==> src/rtl/way3_reg.sv <==
`default_nettype none
// ============================================================================
//  Module      : way3_reg
//  Description : Triplicated storage register. Three replicas of one word are
//                voted every cycle. A single-replica upset is scrubbed by
//                writing the voted word back to all three replicas. Three
//                pairwise-distinct replicas put the block into FAULT until a
//                write or a clear. Scrubs are reported as a one-cycle pulse
//                and counted in a saturating counter.
//                Optional feature macro: WAY3_REG_INJ_EN adds the
//                fault-injection ports inj_en_i / inj_sel_i / inj_mask_i.
//  Revision    : 1.0 - initial release
// ============================================================================
module way3_reg #(
    parameter int unsigned      WIDTH   = 32,
    parameter logic [WIDTH-1:0] RST_VAL = '0,
    parameter int unsigned      CNT_W   = 8
) (
    input  logic             clk_i,
    input  logic             rst_i,
    input  logic             wr_en_i,
    input  logic [WIDTH-1:0] data_i,
    input  logic             clear_i,
`ifdef WAY3_REG_INJ_EN
    input  logic             inj_en_i,
    input  logic [1:0]       inj_sel_i,
    input  logic [WIDTH-1:0] inj_mask_i,
`endif
    output logic [WIDTH-1:0] q_o,
    output logic [WIDTH-1:0] rep0_o,
    output logic [WIDTH-1:0] rep1_o,
    output logic [WIDTH-1:0] rep2_o,
    output logic             mismatch_o,
    output logic             corrected_o,
    output logic             fault_o,
    output logic [CNT_W-1:0] corr_cnt_o
);

    typedef enum logic [0:0] {
        ST_OK    = 1'b0,
        ST_FAULT = 1'b1
    } state_t;

    localparam logic [CNT_W-1:0] C_CNT_MAX = {CNT_W{1'b1}};
    localparam logic [CNT_W-1:0] C_CNT_ONE = CNT_W'(1);

    logic [WIDTH-1:0] r_rep0;
    logic [WIDTH-1:0] r_rep1;
    logic [WIDTH-1:0] r_rep2;
    state_t           r_state;
    logic             r_corrected;
    logic [CNT_W-1:0] r_cnt;

    logic             w_eq01;
    logic             w_eq02;
    logic             w_eq12;
    logic             w_single;
    logic             w_dual;
    logic [WIDTH-1:0] w_vote;
    logic             w_inj;
    logic             w_scrub;

    // Word-level vote: replica 0 wins whenever it agrees with anyone, and
    // also when nobody agrees (no majority to prefer).
    always_comb begin
        w_eq01   = (r_rep0 == r_rep1);
        w_eq02   = (r_rep0 == r_rep2);
        w_eq12   = (r_rep1 == r_rep2);
        w_dual   = !w_eq01 && !w_eq02 && !w_eq12;
        w_single = !(w_eq01 && w_eq02) && !w_dual;
        if (w_eq01 || w_eq02) begin
            w_vote = r_rep0;
        end else if (w_eq12) begin
            w_vote = r_rep1;
        end else begin
            w_vote = r_rep0;
        end
    end

`ifdef WAY3_REG_INJ_EN
    // Injection is active only when no write is pending and a real replica
    // is selected; selector value 3 is a no-op.
    assign w_inj = inj_en_i && !wr_en_i && (inj_sel_i != 2'd3);
`else
    assign w_inj = 1'b0;
`endif

    // Scrub only from OK, and only when nothing else is rewriting replicas.
    assign w_scrub = (r_state == ST_OK) && w_single && !wr_en_i && !w_inj;

    // Replica storage: write beats injection beats scrub beats hold.
    always_ff @(posedge clk_i or posedge rst_i) begin
        if (rst_i) begin
            r_rep0 <= RST_VAL;
            r_rep1 <= RST_VAL;
            r_rep2 <= RST_VAL;
        end else if (wr_en_i) begin
            r_rep0 <= data_i;
            r_rep1 <= data_i;
            r_rep2 <= data_i;
`ifdef WAY3_REG_INJ_EN
        end else if (w_inj) begin
            if (inj_sel_i == 2'd0) r_rep0 <= r_rep0 ^ inj_mask_i;
            if (inj_sel_i == 2'd1) r_rep1 <= r_rep1 ^ inj_mask_i;
            if (inj_sel_i == 2'd2) r_rep2 <= r_rep2 ^ inj_mask_i;
`endif
        end else if (w_scrub) begin
            r_rep0 <= w_vote;
            r_rep1 <= w_vote;
            r_rep2 <= w_vote;
        end
    end

    // Health FSM: a dual mismatch in OK latches FAULT; write or clear leaves
    // it. After a clear the FSM re-checks the replicas on the next edge.
    always_ff @(posedge clk_i or posedge rst_i) begin
        if (rst_i) begin
            r_state <= ST_OK;
        end else if (wr_en_i) begin
            r_state <= ST_OK;
        end else begin
            case (r_state)
                ST_OK: begin
                    if (w_dual && !w_inj) begin
                        r_state <= ST_FAULT;
                    end
                end
                ST_FAULT: begin
                    if (clear_i) begin
                        r_state <= ST_OK;
                    end
                end
                default: r_state <= ST_OK;
            endcase
        end
    end

    // One-cycle pulse following each scrub edge.
    always_ff @(posedge clk_i or posedge rst_i) begin
        if (rst_i) begin
            r_corrected <= 1'b0;
        end else begin
            r_corrected <= w_scrub;
        end
    end

    // Saturating scrub counter; a clear wins over a same-cycle increment.
    always_ff @(posedge clk_i or posedge rst_i) begin
        if (rst_i) begin
            r_cnt <= '0;
        end else if (clear_i) begin
            r_cnt <= '0;
        end else if (w_scrub && (r_cnt != C_CNT_MAX)) begin
            r_cnt <= r_cnt + C_CNT_ONE;
        end
    end

    assign q_o         = w_vote;
    assign rep0_o      = r_rep0;
    assign rep1_o      = r_rep1;
    assign rep2_o      = r_rep2;
    assign mismatch_o  = w_single || w_dual;
    assign corrected_o = r_corrected;
    assign fault_o     = (r_state == ST_FAULT);
    assign corr_cnt_o  = r_cnt;

endmodule
`default_nettype wire
==> config.mk <==
export PLATFORM = sky130hd
export DESIGN_NAME = way3_reg
export DESIGN_NICKNAME = d
export VERILOG_FILES = /design/src/rtl/way3_reg.sv
export SDC_FILE = /design/constraint.sdc
export NUM_CORES = 1
export LEC_CHECK = 0
export BUFFER_PORTS_ARGS = -buffer_cell sky130_fd_sc_hd__buf_4
export CAP_MARGIN = 20
export CORE_MARGIN = 3
export CORE_UTILIZATION = 43
export DETAILED_ROUTE_END_ITERATION = 7
export GPL_ROUTABILITY_DRIVEN = 0
export PLACE_DENSITY = 0.87
export SYNTH_ARGS = -nofsm -noshare
export SYNTH_HDL_FRONTEND = slang
export SYNTH_SLANG_ARGS = --single-unit
==> constraint.sdc <==
create_clock -name clk_i -period 1.75 [get_ports clk_i]
set_input_delay 0.35 -clock clk_i [delete_from_list [all_inputs] [get_ports clk_i]]
set_output_delay 0.35 -clock clk_i [all_outputs]
set_load 0.005 [all_outputs]
Word-level counts from Yosys, hierarchy flattened

Cells that the tools add are included.

Bits in registers: 41
Bits in latches: 0
RAM bits: 0
ROM bits: 0
Input port bits: 36
Output and inout bits: 139
Logic and storage cells: 9
Memories kept: 0

$add $sub $neg: 0
$mul: 0
Div/mod/pow operators: 0
Magnitude comparators: 0
Equal/unequal tests: 0
Shift operators: 0
Muxes and demuxes: 5
Bitwise logic cells: 1
Reductions and logical operators: 0

Operator list:

| operator                           | number |
|---|---|
| two-way mux 32 bit                 | 1 |
| two-way mux 8 bit                  | 1 |
| two-way mux 1 bit                  | 2 |
| one-hot mux 1 bit (2 select lines) | 1 |
| NOT 1 bit                          | 1 |

Logic depth before layout (Yosys ltp)

Depth after elaboration: 3
Mapped depth: 3
Depth with buffers taken out: 1

Worst setup path before layout

OpenSTA, ideal clock, no wires.

Path type: input -> register
Start: input wr_en_i
End: register r_rep2[0], in the netlist rep2_o[0]
Library setup time: 0.125 ns
Arrival time: 0.897 ns
Slack: 0.728 ns
Stages on the path: 3
Buffers on the path: 2
Path through: buf_6 > buf_12 > mux2_4

RTL lines:

| what                 | RTL line | RTL |
|---|---|---|
| from (decl)          | 21       | `input logic wr_en_i,` |
| to (signal assigned) | 100      | `r_rep2 <= data_i;` |
| to (signal assigned) | 110      | `r_rep2 <= w_vote;` |
| to (decl)            | 49       | `logic [WIDTH-1:0] r_rep2;` |

No word-level cell between the ends.

Worst setup path in the final report

Start: register r_rep2[19], in the netlist rep2_o[19]
End: output rep2_o[19]

RTL lines:

| what      | RTL line | RTL |
|---|---|---|
| to (decl) | 32       | `output logic [WIDTH-1:0] rep2_o,` |

No word-level cell between the ends.

==> out/qor.yml <==
floorplanning:
  die_w_um: 77.2
  coreArea_sq_mm: 0.00482
  fp-row-count: 25
  start_util_pct: 45.2
  boundaryPins: 175
  die-area_sq_mm: 0.00595
  die_h_um: 77.2
clock_tree:
  h-tree-depth: 2
  cts-buffers-inserted: 5
  clk_latency_ns: 0.27
  clkSinkCount: 33
  cts_max_path_buffers: 2
  cts_tree: "yes"
  postCtsSetupRepairBufs: 0
  cts-root-buf: "clkbuf_8"
  cts-resized-gates: 0
  clk_pin_slew_ns: 0.07
  cts-hold-fix-buffers: 0
routing:
  ant_nets: 0
  viasPerCell: 4.14
  wl_um: 4270
  dr.pass1.iters: 4
  wl_per_cell_um: 13.5
  drt_iter0_markers: 24
  vias: 1312
  drc: 0
timing:
  rsz0062_at_grt: "false"
  fin_crit_ns: 1.23
  worstMarginPinSlew_ns: 0.568
  fin_skew_ns: 0
  fin_crit_sh_pct: 70.3
  fin_tns_setup_ns: 0
  max_slew_margin_pct: 62.2
  drv_slew: 0
  hold_viol_final: 0
  fin_hold_ws_ns: 0.161
  setup_violations: 0
  max_freq_mhz: 813
yosys:
  synth_edf_count: 0
  ys.flop_type: "dfrtp_1"
  synth_top_cell_by_area: "dfrtp_1"
  synth_area_per_cell_sq_um: 12.2
  ys_top_cells_by_area: "dfrtp_1 (38%), buf_4 (37%), mux2_4 (20%)"
  ys_seq_area_share_pct: 37.9
  yosysTopAreaCellShare_pct: 37.9
  syn_inst: 178
  synth_seq_cells: 33
  yosysWarnings: 0
  synth_cell_types: 9
  yosysMostFrequentCell: "buf_4"
  synth_common_cells: "buf_4 (106), dfrtp_1 (33), mux2_4 (29)"
  synth_area_sq_mm: 0.00218
  async_flop_share_pct: 100
global_route:
  grt_max_degree: 34
  grt_pass1_vias: 1329
  grt_pass1_wl_um: 6810
  grtUsageTotal_pct: 14.3
  antenna_found_initial: 0
  grt-ovfl-total: 0
critical_path:
  startpoint: "rep2_o[19]$_DFFE_PP0P_"
  cp_slowest_cell: "dfrtp_1"
  cp.required_ns: 1.40
  start_kind: "flip-flop"
  reg2reg_from: "rep2_o[19]$_DFFE_PP0P_"
  critical_path_class: "reg -> out"
  crit_chain: "buf_4"
  endpoint_kind: "output pin"
  cpPeakStageDelay_ns: 0.44
  critical_path.top_delay_family: "flip-flops"
  crit_buf_inv: 1
  arrival_ns: 0.88
  cp_max_fo: 5
finish:
  diodes: 0
  syn2layout_area_growth_pct: 27.8
  nets: 285
  seq_area_sq_um: 826
  fill_cells: 416
  final_cells: 317
  post-route-util_pct: 57.8
  drive_above_1_share_pct: 81.6
  multiInputGateArea_sq_um: 514
min_path:
  hold_path_class: "in -> async"
job:
  maxCapViolCount: 0
power:
  powerDensity_mw_per_mm2: 855
  vdd_drop_max_mv: 0.409
  p_leak_nw: 1.53
status:
  status: "complete, no violations"
place:
  hpwl_um: 3310
  post-place-cells: 309
  numPortBuffers: 164
routing by layer:
metal,wire [um],track usage [%],vias to the layer above,part of all wire [%]
met5,0,0,-,0
met4,70,5.52,0,1.6
met3,494,6.10,7,12
met2,2300,25.6,97,54
met1,1400,14.6,616,33
li1,-,-,592,-
through the flow:
| stage | instance area [sq um] | setup WS [ns] | total power, mW |
|---|---|---|---|
| floorplan | 2210 | 0.681 | 1.46 |
| global placement | 2670 | 0.411 | 1.65 |
| detailed placement | 2670 | 0.388 | 1.68 |
| CTS | 2780 | 0.503 | 2.42 |
| global route | 2780 | 0.467 | 2.50 |
| finish | 2780 | 0.520 | 2.38 |
worst paths after layout:
check,depth (start not counted),end,slack [ns]
hold reg to reg,1,fault_o$_DFF_PP0_,0.54
max in group asynchronous,3,rep2_o[27]$_DFFE_PP0P_,1.29
min in group clk_i,2,fault_o$_DFF_PP0_,0.22
setup reg to reg,1,rep2_o[19]$_DFFE_PP0P_,0.92
setup / recovery,1,rep2_o[19],0.52
hold / removal,3,rep2_o[6]$_DFFE_PP0P_,0.16
state kept, by name, summed over array words and instances (netlist names):
signal,cells
fault_o,1
rep2_o,32
kinds of logic after synthesis:
| kind of cell | after synthesis | share of synthesized area (%) |
|---|---|---|
| buf+inv | 111 | 40.0 |
| flops | 33 | 37.9 |
| mux | 32 | 21.6 |
| simple gates | 1 | 0.345 |
| other cells | 1 | 0.172 |
power by group:
| part | total (mW) | switching, mW | leakage [nW] | internal (mW) |
|---|---|---|---|---|
| Combinational | 0.713 | 0.217 | 1.08 | 0.496 |
| Sequential | 0.938 | 0.100 | 0.388 | 0.837 |
| Clock | 0.729 | 0.265 | 0.0585 | 0.464 |
cell type report:
cell class / instances / area share, %
Clock buffer: 7 / 3.10
Clock inverter: 1 / 1.08
Inverter: 1 / 0.135
Multi-Input combinational cell: 43 / 18.5
Sequential cell: 33 / 29.7
Tap cell: 67 / 3.01
Timing Repair Buffer: 165 / 44.5
cell usage in the layout (no fill, tap or decap):
cell	count
bufinv_16	1
dfrtp_1	33
conb_1	10
clkbuf_8	6
buf_4	165
inv_1	1
mux2_4	29
clkbuf_1	1
mux2_2	3
nor3b_1	1
No activity file was read; power rests on OpenSTA's default activity.
